[config.mk]
export PLATFORM = sky130hd
export DESIGN_NAME = puf_eval_ctrl
export DESIGN_NICKNAME = d
export VERILOG_FILES = /design/src/rtl/puf_eval_ctrl.sv
export SDC_FILE = /design/constraint.sdc
export NUM_CORES = 1
export LEC_CHECK = 0
export ABC_AREA = 1
export CAP_MARGIN = 5
export CORE_MARGIN = 3
export CORE_UTILIZATION = 45
export DETAILED_ROUTE_END_ITERATION = 7
export GPL_TIMING_DRIVEN = 1
export PLACE_DENSITY = 0.64
export SLEW_MARGIN = 20
export SYNTH_ARGS = -nofsm -noshare
export SYNTH_HDL_FRONTEND = slang
export SYNTH_SLANG_ARGS = --single-unit
[constraint.sdc]
create_clock -name clk -period 4.05 [get_ports clk]
set_input_delay 1.215 -clock clk [delete_from_list [all_inputs] [get_ports clk]]
set_output_delay 1.215 -clock clk [all_outputs]
set_load 0.05 [all_outputs]
[src/rtl/puf_eval_ctrl.sv]
`default_nettype none
// ============================================================================
//  Module      : puf_eval_ctrl
//  Description : Sequencer that evaluates a shared one-bit ring-oscillator
//                PUF over RESP_BITS consecutive challenges and assembles the
//                results into one response word. For every bit it clears
//                the PUF counters, enables the oscillators for a fixed
//                window, waits for the comparator to settle, then samples
//                the comparator output.
//  Ports       : clk, reset          - clock, synchronous active-high reset
//                req_valid/req_ready - request handshake
//                req_challenge[7:0]  - base challenge, captured on accept
//                resp_valid/ready    - response handshake
//                resp_data           - bit k = PUF(base + k mod 256)
//                busy                - high whenever not idle
//                puf_en, puf_reset   - PUF oscillator enable / counter clear
//                puf_challenge[7:0]  - challenge driven to the PUF
//                puf_out             - PUF comparator result
//  Revision    : 1.0 - initial release
// ============================================================================
module puf_eval_ctrl #(
    parameter int RESP_BITS     = 16,
    parameter int WIN_CYCLES    = 1024,
    parameter int SETTLE_CYCLES = 4,
    parameter int CLR_CYCLES    = 2
) (
    input  logic                 clk,
    input  logic                 reset,
    input  logic                 req_valid,
    output logic                 req_ready,
    input  logic [7:0]           req_challenge,
    output logic                 resp_valid,
    input  logic                 resp_ready,
    output logic [RESP_BITS-1:0] resp_data,
    output logic                 busy,
    output logic                 puf_en,
    output logic                 puf_reset,
    output logic [7:0]           puf_challenge,
    input  logic                 puf_out
);

    localparam int IDX_W = (RESP_BITS > 1) ? $clog2(RESP_BITS) : 1;

    // One phase counter serves CLR, RUN and HOLD; it is sized for the
    // longest of the three so every phase fits.
    localparam int MAX_PHASE =
        (WIN_CYCLES >= CLR_CYCLES && WIN_CYCLES >= SETTLE_CYCLES) ? WIN_CYCLES :
        (CLR_CYCLES >= SETTLE_CYCLES) ? CLR_CYCLES : SETTLE_CYCLES;
    localparam int CNT_W = $clog2(MAX_PHASE + 1);

    localparam logic [IDX_W-1:0] LAST_IDX    = IDX_W'(RESP_BITS - 1);
    localparam logic [CNT_W-1:0] CLR_LAST    = CNT_W'(CLR_CYCLES - 1);
    localparam logic [CNT_W-1:0] WIN_LAST    = CNT_W'(WIN_CYCLES - 1);
    localparam logic [CNT_W-1:0] SETTLE_LAST = CNT_W'(SETTLE_CYCLES - 1);

    typedef enum logic [2:0] {
        S_IDLE   = 3'd0,
        S_CLR    = 3'd1,
        S_RUN    = 3'd2,
        S_HOLD   = 3'd3,
        S_SAMPLE = 3'd4,
        S_OUT    = 3'd5
    } state_t;

    state_t                 state_q,         state_d;
    logic [CNT_W-1:0]       cnt_q,           cnt_d;
    logic [IDX_W-1:0]       bit_idx_q,       bit_idx_d;
    logic [7:0]             base_q,          base_d;
    logic [RESP_BITS-1:0]   resp_data_q,     resp_data_d;
    logic                   req_ready_q,     req_ready_d;
    logic                   resp_valid_q,    resp_valid_d;
    logic                   busy_q,          busy_d;
    logic                   puf_en_q,        puf_en_d;
    logic                   puf_reset_q,     puf_reset_d;
    logic [7:0]             puf_challenge_q, puf_challenge_d;

    // Next-state and datapath
    always_comb begin
        state_d     = state_q;
        cnt_d       = cnt_q;
        bit_idx_d   = bit_idx_q;
        base_d      = base_q;
        resp_data_d = resp_data_q;

        case (state_q)
            S_IDLE: begin
                if (req_valid && req_ready_q) begin
                    base_d      = req_challenge;
                    bit_idx_d   = '0;
                    resp_data_d = '0;
                    cnt_d       = '0;
                    state_d     = S_CLR;
                end
            end
            S_CLR: begin
                if (cnt_q == CLR_LAST) begin
                    cnt_d   = '0;
                    state_d = S_RUN;
                end else begin
                    cnt_d = cnt_q + CNT_W'(1);
                end
            end
            S_RUN: begin
                if (cnt_q == WIN_LAST) begin
                    cnt_d   = '0;
                    state_d = S_HOLD;
                end else begin
                    cnt_d = cnt_q + CNT_W'(1);
                end
            end
            S_HOLD: begin
                if (cnt_q == SETTLE_LAST) begin
                    cnt_d   = '0;
                    state_d = S_SAMPLE;
                end else begin
                    cnt_d = cnt_q + CNT_W'(1);
                end
            end
            S_SAMPLE: begin
                resp_data_d[bit_idx_q] = puf_out;
                if (bit_idx_q == LAST_IDX) begin
                    state_d = S_OUT;
                end else begin
                    bit_idx_d = bit_idx_q + IDX_W'(1);
                    cnt_d     = '0;
                    state_d   = S_CLR;
                end
            end
            S_OUT: begin
                if (resp_ready && resp_valid_q) begin
                    state_d = S_IDLE;
                end
            end
            default: begin
                state_d = S_IDLE;
            end
        endcase
    end

    // Outputs are decoded from the next state so the registered pins line
    // up with the state they belong to (no extra cycle of lag, which would
    // otherwise let req_ready or resp_valid linger one cycle too long).
    always_comb begin
        req_ready_d     = (state_d == S_IDLE);
        busy_d          = (state_d != S_IDLE);
        resp_valid_d    = (state_d == S_OUT);
        puf_en_d        = (state_d == S_RUN);
        puf_reset_d     = (state_d == S_IDLE) || (state_d == S_CLR) ||
                          (state_d == S_OUT);
        puf_challenge_d = puf_challenge_q;
        if ((state_d == S_CLR) || (state_d == S_RUN) ||
            (state_d == S_HOLD) || (state_d == S_SAMPLE)) begin
            // 8-bit sum wraps naturally: 0xFF + 1 = 0x00
            puf_challenge_d = base_d + 8'(bit_idx_d);
        end
    end

    always_ff @(posedge clk) begin
        if (reset) begin
            state_q         <= S_IDLE;
            cnt_q           <= '0;
            bit_idx_q       <= '0;
            base_q          <= '0;
            resp_data_q     <= '0;
            req_ready_q     <= 1'b1;
            resp_valid_q    <= 1'b0;
            busy_q          <= 1'b0;
            puf_en_q        <= 1'b0;
            puf_reset_q     <= 1'b1;
            puf_challenge_q <= '0;
        end else begin
            state_q         <= state_d;
            cnt_q           <= cnt_d;
            bit_idx_q       <= bit_idx_d;
            base_q          <= base_d;
            resp_data_q     <= resp_data_d;
            req_ready_q     <= req_ready_d;
            resp_valid_q    <= resp_valid_d;
            busy_q          <= busy_d;
            puf_en_q        <= puf_en_d;
            puf_reset_q     <= puf_reset_d;
            puf_challenge_q <= puf_challenge_d;
        end
    end

    assign req_ready     = req_ready_q;
    assign resp_valid    = resp_valid_q;
    assign resp_data     = resp_data_q;
    assign busy          = busy_q;
    assign puf_en        = puf_en_q;
    assign puf_reset     = puf_reset_q;
    assign puf_challenge = puf_challenge_q;

endmodule
`default_nettype wire

==> Word-level counts from Yosys, hierarchy flattened <==
Cells that the tools add are included.
{ "classes": {"add_sub_neg": 3, "magnitude_cmp": 2, "n_eq_ne": 16, "mux": 23, "reduce_logical": 15} }
{ "op_table": {"columns": ["op", "n"], "rows": [
  ["11-bit 2-to-1 mux", 5],
  ["11-bit one-hot mux with 5 select lines", 1],
  ["16-bit one-hot mux with 2 select lines", 1],
  ["3-bit 2-to-1 mux", 6],
  ["3-bit one-hot mux with 6 select lines", 1],
  ["16-bit bitwise mux", 1],
  ["16-bit 2-to-1 mux", 1],
  ["8-bit 2-to-1 mux", 2],
  ["3-bit by 2-bit == test with 1-bit output (second input constant)", 4],
  ["3-bit == test (second input constant)", 4],
  ["11-bit by 1-bit adder with 11-bit output (second input constant)", 1],
  ["11-bit by 1-bit == test with 1-bit output (second input constant)", 1],
  ["11-bit by 10-bit == test with 1-bit output (second input constant)", 1],
  ["11-bit by 2-bit == test with 1-bit output (second input constant)", 1],
  ["8-bit by 4-bit adder with 8-bit output", 1],
  ["4-bit 2-to-1 mux", 2],
  ["4-bit one-hot mux with 2 select lines", 1],
  ["3-bit by 1-bit == test with 1-bit output (second input constant)", 2],
  ["3-bit zero test", 2],
  ["1-bit logical OR", 5],
  ["4-bit by 5-bit < comparator with 1-bit output (second input constant)", 1],
  ["5-bit nonzero test", 1],
  ["4-bit by 1-bit adder with 4-bit output (second input constant)", 1],
  ["1-bit demux with 4-bit select", 1],
  ["other kinds (9)", 12]
]} }
{ "word_totals": {"ff_bits": 55, "inputBits": 13, "output_inout_bits": 29, "elab_cells": 70} }

==> Longest topological paths before layout <==
Gate-level depths: netlist of the first run.
{ "depth": {"ltp_word": 7, "mapped_depth": 19, "mapped_depth_nobuf": 19} }

==> Least setup slack after synthesis of the first run <==
Ideal clock, no wire load.
{ "synth_path": {"path_type": "input port to flip-flop", "from": "input req_valid", "to": "register puf_challenge_q[4], in the netlist puf_challenge[4]", "setup_time_ns": 0.117, "arrival_ns": 3.129, "t_required_ns": 3.933, "path_slack_ns": 0.804, "path_stages": 15, "path_buffers": 1, "path_cell_list": "nand2_2 -> nor2_4 -> inv_4 -> buf_2 -> a21oi_1 -> ha_1 -> inv_1 -> fa_1 -> inv_1 -> a21oi_1 -> o21ai_0 -> xnor2_1 -> nand2_1 -> o211ai_1 -> inv_1"} }
{ "synth_via": {"word_cells_on_any_way": 15, "cone_classes": "1 x add/sub; 4 x eq/ne; 6 x mux; 4 x reduce/logical"} }
{ "synth_lines": {"columns": ["element", "line", "source"], "rows": [
  ["start: declaration", "29", "input logic req_valid,"],
  ["1-bit logical AND", "87", "if (req_valid && req_ready_q) begin"],
  ["8-bit 2-to-1 mux", "87", null],
  ["8-bit 2-to-1 mux", "85", "case (state_q)"],
  ["named net base_d[0]", "68", "logic [7:0] base_q, base_d;"],
  ["8-bit by 4-bit adder with 8-bit output", "154", "puf_challenge_d = base_d + 8'(bit_idx_d);"],
  ["end signal: assignment", "182", "puf_challenge_q <= puf_challenge_d;"],
  ["end: declaration", "75", "logic [7:0] puf_challenge_q, puf_challenge_d;"]
]} }
The timed path passes the listed nets, and every way through them passes these cells.
A chain may end at the register's enable or synchronous reset.

==> Final worst setup path of the first run <==
{ "layout_path": {"from": "input req_valid", "to": "register puf_challenge_q[6], in the netlist puf_challenge[6]"} }
The elaborated chain is that of the path after synthesis.

==> key figures, run 1 <==
Status
  – Run status: complete, no violations

Detailed routing
  – Met3 Wirelength: about 300 um
  – # DRC: 0
  – Routed wl met2: 2.68 mm
  – Highest metal used: met4
  – Met1 wire length: 3.53 mm
  – Initial DRC Count: 150
  – Drt via density: approximately 5.0
  – Via count: between 2,000 and 3,000
  – Routed wire length: 6.53 mm
  – ANT nets after route: 0
  – DR pass1 iterations: 4
  – WL per Instance: 12.5 um

Yosys
  – Post-synth top cells: nand2_1, dfxtp_1, nor2_1
  – Share of the synthesized area in the top cell type: 0.372
  – Yosys cell types: 38
  – Seq/Total Area, Yosys: 0.372
  – Synth top area cells: dfxtp_1, nand2_1, nor2_1, inv_1, nand3_1
  – Post-synthesis cell area: 2960 um2
  – Synth Instances: roughly 410
  – Top-count cell post-synth: nand2_1
  – Top FF cell, synth: dfxtp_1
  – EDFF count, synth: 0
  – Post-Syn Nets: 435
  – Post-synth ARST share: 0
  – Synth area leader: dfxtp_1
  – Register bit total from synthesis: 55
  – Mapped Avg Cell Area: approximately 7 um2
  – Ys Warns: 0

GRT
  – GR Util All Layers: 0.182
  – Remaining global-route overflow: 0
  – Largest net degree at the start of global routing: 26
  – Initial antenna violation count: 0
  – Vias in the first global route: roughly 2,400
  – Global-route wire length before repair: around 11 mm

Clock tree
  – Maximum root-to-sink buffer count: 2
  – CTS buffer count: 5
  – CTS Sinks: 55
  – CTS root buf: clkbuf_8
  – TritonCTS clock tree: built
  – Hold_buf cts: 0
  – # resized after CTS: 0
  – Clk slew on worst S/H paths: about 0.10 ns
  – Worst-skew pair later-pin latency: 0.30 ns
  – Max H-tree Level: 2
  – Postcts setup bufs: 0

STA
  – Clock skew: 0.00921 ns
  – Hold Fails Final Rpt: 0
  – Setup TNS Final: 0 ns
  – Worst-margin pin slew: 0.668 ns
  – FMAX: 275 MHz
  – Final setup fails: 0
  – Min cycle time layout: 3.63 ns
  – Worst slew margin: 0.553
  – Final period util: 0.896
  – Setup repair after global routing missed its margin: no
  – Fin. max-slew vios: 0

Floorplan
  – Core Region: between 6000 and 7000 um2
  – Row cnt: 28
  – Die Height: 87.1 um
  – Die Wd: around 87 um
  – Die area: 7590 um2
  – IO Pins: 42
  – Initial Utilization: 0.483

Place
  – Post-DP HPWL: 4.87 mm
  – Placer Congestion: 0.845
  – IO buf count: between 40 and 50

Min path
  – Hold Startpoint: base_q[2]$_SDFF_PP0_
  – Hold crit path type: flop to flop

Critical path
  – Worst r2r src: bit_idx_q[0]$_SDFF_PP0_
  – Slowest CP cell: clkdlybuf4s50_1
  – Cell Chain, Critical Path: clkdlybuf4s50_1, nand2_2, nor2_4, inv_4, a21oi_1, ha_1, inv_1, fa_1, inv_1, a21oi_1, o21ai_0, nand3_1, nand2_1, nand3_1, nand3_1, inv_1
  – CP startpoint kind: input pin
  – Max FO, Critical Path: 24
  – Data required, critical path: 4.25 ns
  – Largest delay share family, worst path: buffers and inverters
  – Flop-to-flop setup slack: 1.34 ns
  – CP arrival: 3.83 ns
  – Worst Setup SP: req_valid
  – WP buf/inv: 5
  – Critical path type: input pin to flop
  – Worst setup EP type: flop
  – Slowest Stage Delay on Critical Path: 0.53 ns

Power
  – Leakage: around 1.5 nW
  – Worst VDD drop: 0.480 mV
  – Pwr per Cell Area: 407 nW/um2

Cells and area
  – Final Util: 0.572
  – Syn-to-layout area delta: 18.3%
  – Share of layout cells above drive strength 1: 0.102
  – Layout Nets: 472
  – Fillers: 594
  – ANT cells: 0

Job
  – MaxCap Viol Count: 0
[logic make-up after synthesis]
kind of cell	Yosys count	share of synthesized area
simple gates	209	0.346
xor+xnor	6	0.0177
compound gates	63	0.120
buf+inv	67	0.0950
fa+ha+maj	11	0.0490
flops	55	0.372
[tightest hold or removal path, stage by stage, from the launching register on]
cell and delay (ns):
dfxtp_1 0.31, inv_1 0.06, a211oi_1 0.07
[per-stage QoR]
step           cells  area (um2)  hold WS, ns  setup slack [ns]  total power, mW
2_1_floorplan    411        2960        0.444             0.804            0.994
3_3_place_gp     516        3400        0.451             0.209             1.11
3_5_place_dp     516        3400        0.455             0.130             1.11
4_1_cts          524        3500        0.471             0.444             1.45
5_1_grt          524        3500        0.482             0.186             1.52
6_report         524        3500        0.475             0.420             1.43
[sequential cells by signal, indices dropped and copies added, names as in the netlist]
signal and flops:
req_ready 1, puf_en 1, busy 1, bit_idx_q 4, puf_reset 1, resp_data 16
base_q 8, puf_challenge 8, resp_valid 1, cnt_q 11, state_q 3
[power breakdown]
part	total (mW)	internal, mW	switching (mW)
Sequential	0.618	0.590	0.0287
Clock	0.327	0.157	0.170
Combinational	0.481	0.152	0.329
Total	1.43	0.898	0.528
[cells in the final DEF, fill, tap and decap left out, drive strengths merged, types with 6 or more instances in the layout]
master,instances
a21oi,29
a22oi,6
clkbuf,8
clkdlybuf4s50,41
dfxtp,55
ha,10
inv,55
nand2,97
nand3,37
nand4,6
nor2,60
o21ai,17
[per-layer routing]
metal  global-route usage  vias up
met5                    0        -
met4               0.0377        0
met3               0.0426        2
met2                0.266       44
met1                0.272     1184
li1                     -     1399
[layout make-up]
class | count | area (um2) | share of cell area
sequential | 55 | 1100 | 0.314
timing repair buffer | 42 | 418 | 0.119
multi-input combinational | 289 | 1580 | 0.451
tap | 75 | 93.8 | 0.0268
inverter | 55 | 211 | 0.0603
clock buffer | 8 | 100 | 0.0286
[path summary, 6_finish.rpt]
kind                                                       to  cells past startpoint
worst min register to register           base_q[2]$_SDFF_PP0_                      2
worst min-delay path                     base_q[2]$_SDFF_PP0_                      2
worst max-delay path            puf_challenge[6]$_SDFFE_PP0P_                     16
worst max register to register  puf_challenge[6]$_SDFFE_PP0P_                     15
Note: power is estimated with default switching activity, not from simulation.
==> run 2, diff against run 1 <==
--- a/config.mk
+++ b/config.mk
@@ -7,7 +7,7 @@
 export LEC_CHECK = 0
 export ABC_AREA = 1
 export CAP_MARGIN = 5
-export CORE_MARGIN = 3
+export CORE_MARGIN = 2
 export CORE_UTILIZATION = 45
 export DETAILED_ROUTE_END_ITERATION = 7
 export GPL_TIMING_DRIVEN = 1
==> key figures, run 2 (synthesis results as in run 1) <==
Status
  – Run status: complete, no violations (unchanged)

Floorplan
  – Die Wd: 85.1 um (was 87.1 um)
  – IO Pins: 42 (unchanged)
  – Core Region: 6350 um2 (was 6130 um2)
  – Die Height: 85.1 um (was 87.1 um)
  – Row cnt: 29 (was 28)
  – Die area: 7250 um2 (was 7590 um2)
  – Initial Utilization: 0.467 (was 0.483)

Clock tree
  – Postcts setup bufs: 0 (unchanged)
  – CTS buffer count: 5 (unchanged)
  – TritonCTS clock tree: built (unchanged)
  – Hold_buf cts: 0 (unchanged)
  – Worst-skew pair later-pin latency: 0.32 ns (was 0.30 ns)
  – # resized after CTS: 0 (unchanged)
  – Maximum root-to-sink buffer count: 2 (unchanged)
  – Clk slew on worst S/H paths: 0.09 ns (was 0.10 ns)
  – Max H-tree Level: 2 (unchanged)
  – CTS Sinks: 55 (unchanged)
  – CTS root buf: clkbuf_8 (unchanged)

GRT
  – Global routing usage on met3: 0.0350 (was 0.0426)
  – Vias in the first global route: 2,347 (was 2,363)
  – Met2 Use GR: 0.268 (was 0.266)
  – GR Util All Layers: 0.187 (was 0.182)
  – Largest net degree at the start of global routing: 42 (was 26)
  – Busiest grt layer: met1 (unchanged)
  – Remaining global-route overflow: 0 (unchanged)
  – Initial antenna violation count: 0 (unchanged)
  – Global-route wire length before repair: 11.0 mm (was 11.2 mm)
  – GR Util met1: 0.286 (was 0.272)

Critical path
  – Cell Chain, Critical Path: clkdlybuf4s50_1, nand2_2, nor2_4, inv_4, a21oi_1, ha_1, inv_1, fa_1, inv_1, a21oi_1, o21ai_0, nand3_1, nand2_1, nand3_1, nand3_1, inv_1 (unchanged)
  – Worst setup EP type: flop (unchanged)
  – Largest delay share family, worst path: buffers and inverters (unchanged)
  – CP startpoint kind: input pin (unchanged)
  – Data required, critical path: 4.27 ns (was 4.25 ns)
  – Max FO, Critical Path: 24 (unchanged)
  – Critical path type: input pin to flop (unchanged)
  – Slowest CP cell: clkdlybuf4s50_1 (unchanged)
  – WP buf/inv: 5 (unchanged)
  – Cells on worst reg2reg path: 17 (was 15)
  – Stages on worst setup path: 16 (unchanged)
  – Slowest Stage Delay on Critical Path: 0.53 ns (about the same)
  – CP arrival: 3.90 ns (was 3.83 ns)

Place
  – IO buf count: 41 (unchanged)
  – Post-DP HPWL: 4.75 mm (was 4.87 mm)
  – Placer Congestion: 0.829 (was 0.845)

Min path
  – Hold crit path type: flop to flop (unchanged)
  – Worst hold stages: 2 (unchanged)

Detailed routing
  – WL per Instance: 12.2 um (was 12.5 um)
  – Routed wire length: 6.39 mm (was 6.53 mm)
  – Initial DRC Count: 169 (was 150)
  – # DRC: 0 (unchanged)
  – DR pass1 iterations: 4 (unchanged)
  – ANT nets after route: 0 (unchanged)
  – Via count: 2,661 (was 2,629)
  – Drt via density: 5.06 (was 5.02)

STA
  – Final setup fails: 0 (unchanged)
  – Hold Fails Final Rpt: 0 (unchanged)
  – Fin. max-slew vios: 0 (unchanged)
  – Setup TNS Final: 0 ns (unchanged)
  – Worst slew margin: 0.661 (was 0.553)
  – Clock skew: 0.0188 ns (was 0.00921 ns)
  – Setup repair after global routing missed its margin: no (unchanged)
  – Min cycle time layout: 3.68 ns (was 3.63 ns)
  – Final period util: 0.910 (was 0.896)
  – FMAX: 271 MHz (was 275 MHz)
  – Worst-margin pin slew: 0.507 ns (was 0.668 ns)

Cells and area
  – Max FFs per register: 16 (unchanged)
  – Share of layout cells above drive strength 1: 0.105 (was 0.102)
  – ANT cells: 0 (unchanged)
  – Syn-to-layout area delta: 18.0% (was 18.3%)
  – Most frequent cells in the layout: nand2_1, dfxtp_1, nor2_1 (unchanged)
  – Final Util: 0.551 (was 0.572)
  – Layout Nets: 472 (unchanged)
  – Most common cell after layout, fill and taps aside: nand2_1 (unchanged)

Power
  – Worst VDD drop: 0.243 mV (was 0.480 mV)
  – Pwr per Cell Area: 402 nW/um2 (was 407 nW/um2)
  – Leakage: 1.44 nW (was 1.45 nW)

Job
  – MaxCap Viol Count: 0 (unchanged)
run 2: cell types whose count changed in the layout (fill, tap and decap cells not counted):
cell,before,now
clkinv_2,0,1
clkbuf_1,1,0
clkinvlp_4,0,2
clkbuf_8,7,5
run 2: final cells by class:
class	count	area, um2
inverter	55	211
clock inverter	3	20.0
sequential	55	1100
timing repair buffer	42	418
tap	77	96.3
multi-input combinational	289	1580
clock buffer	5	68.8
fill	595	2850
run 2: where the power goes:
part	total [mW]	internal (mW)	switching, mW
clock network	0.302	0.121	0.182
logic	0.484	0.153	0.331
registers	0.619	0.590	0.0292
run 2: metal layers:
layer	part of all wire	vias up	wire length, um
met2	0.42	41	2690
met1	0.53	1217	3400
met3	0.035	6	226
met5	0	-	0
met4	0.011	0	73
li1	-	1397	-
run 2: worst paths after layout:
check | startpoint | endpoint | slack, ns
worst min-delay path | base_q[2]$_SDFF_PP0_ | base_q[2]$_SDFF_PP0_ | 0.47
worst min register to register | base_q[2]$_SDFF_PP0_ | base_q[2]$_SDFF_PP0_ | 0.47
worst max register to register | state_q[2]$_SDFF_PP0_ | puf_challenge[6]$_SDFFE_PP0P_ | 1.29
worst max-delay path | req_valid | puf_challenge[6]$_SDFFE_PP0P_ | 0.37
run 2: through the flow:
step | hold slack, ns | area (um2) | setup slack, ns | cells | power (mW)
2_1_floorplan | 0.444 | 2960 | 0.804 | 411 | 0.994
3_3_place_gp | 0.459 | 3410 | 0.214 | 518 | 1.11
3_5_place_dp | 0.458 | 3410 | 0.0807 | 518 | 1.11
4_1_cts | 0.476 | 3500 | 0.404 | 526 | 1.42
5_1_grt | 0.514 | 3500 | 0.102 | 526 | 1.50
6_report | 0.475 | 3500 | 0.366 | 526 | 1.40
run 2: worst min-delay path, delay by kind of cell (launching register included):
kind	cells	cell delay (ns)
flops	1	0.30
compound gates	1	0.07
buf+inv	1	0.06
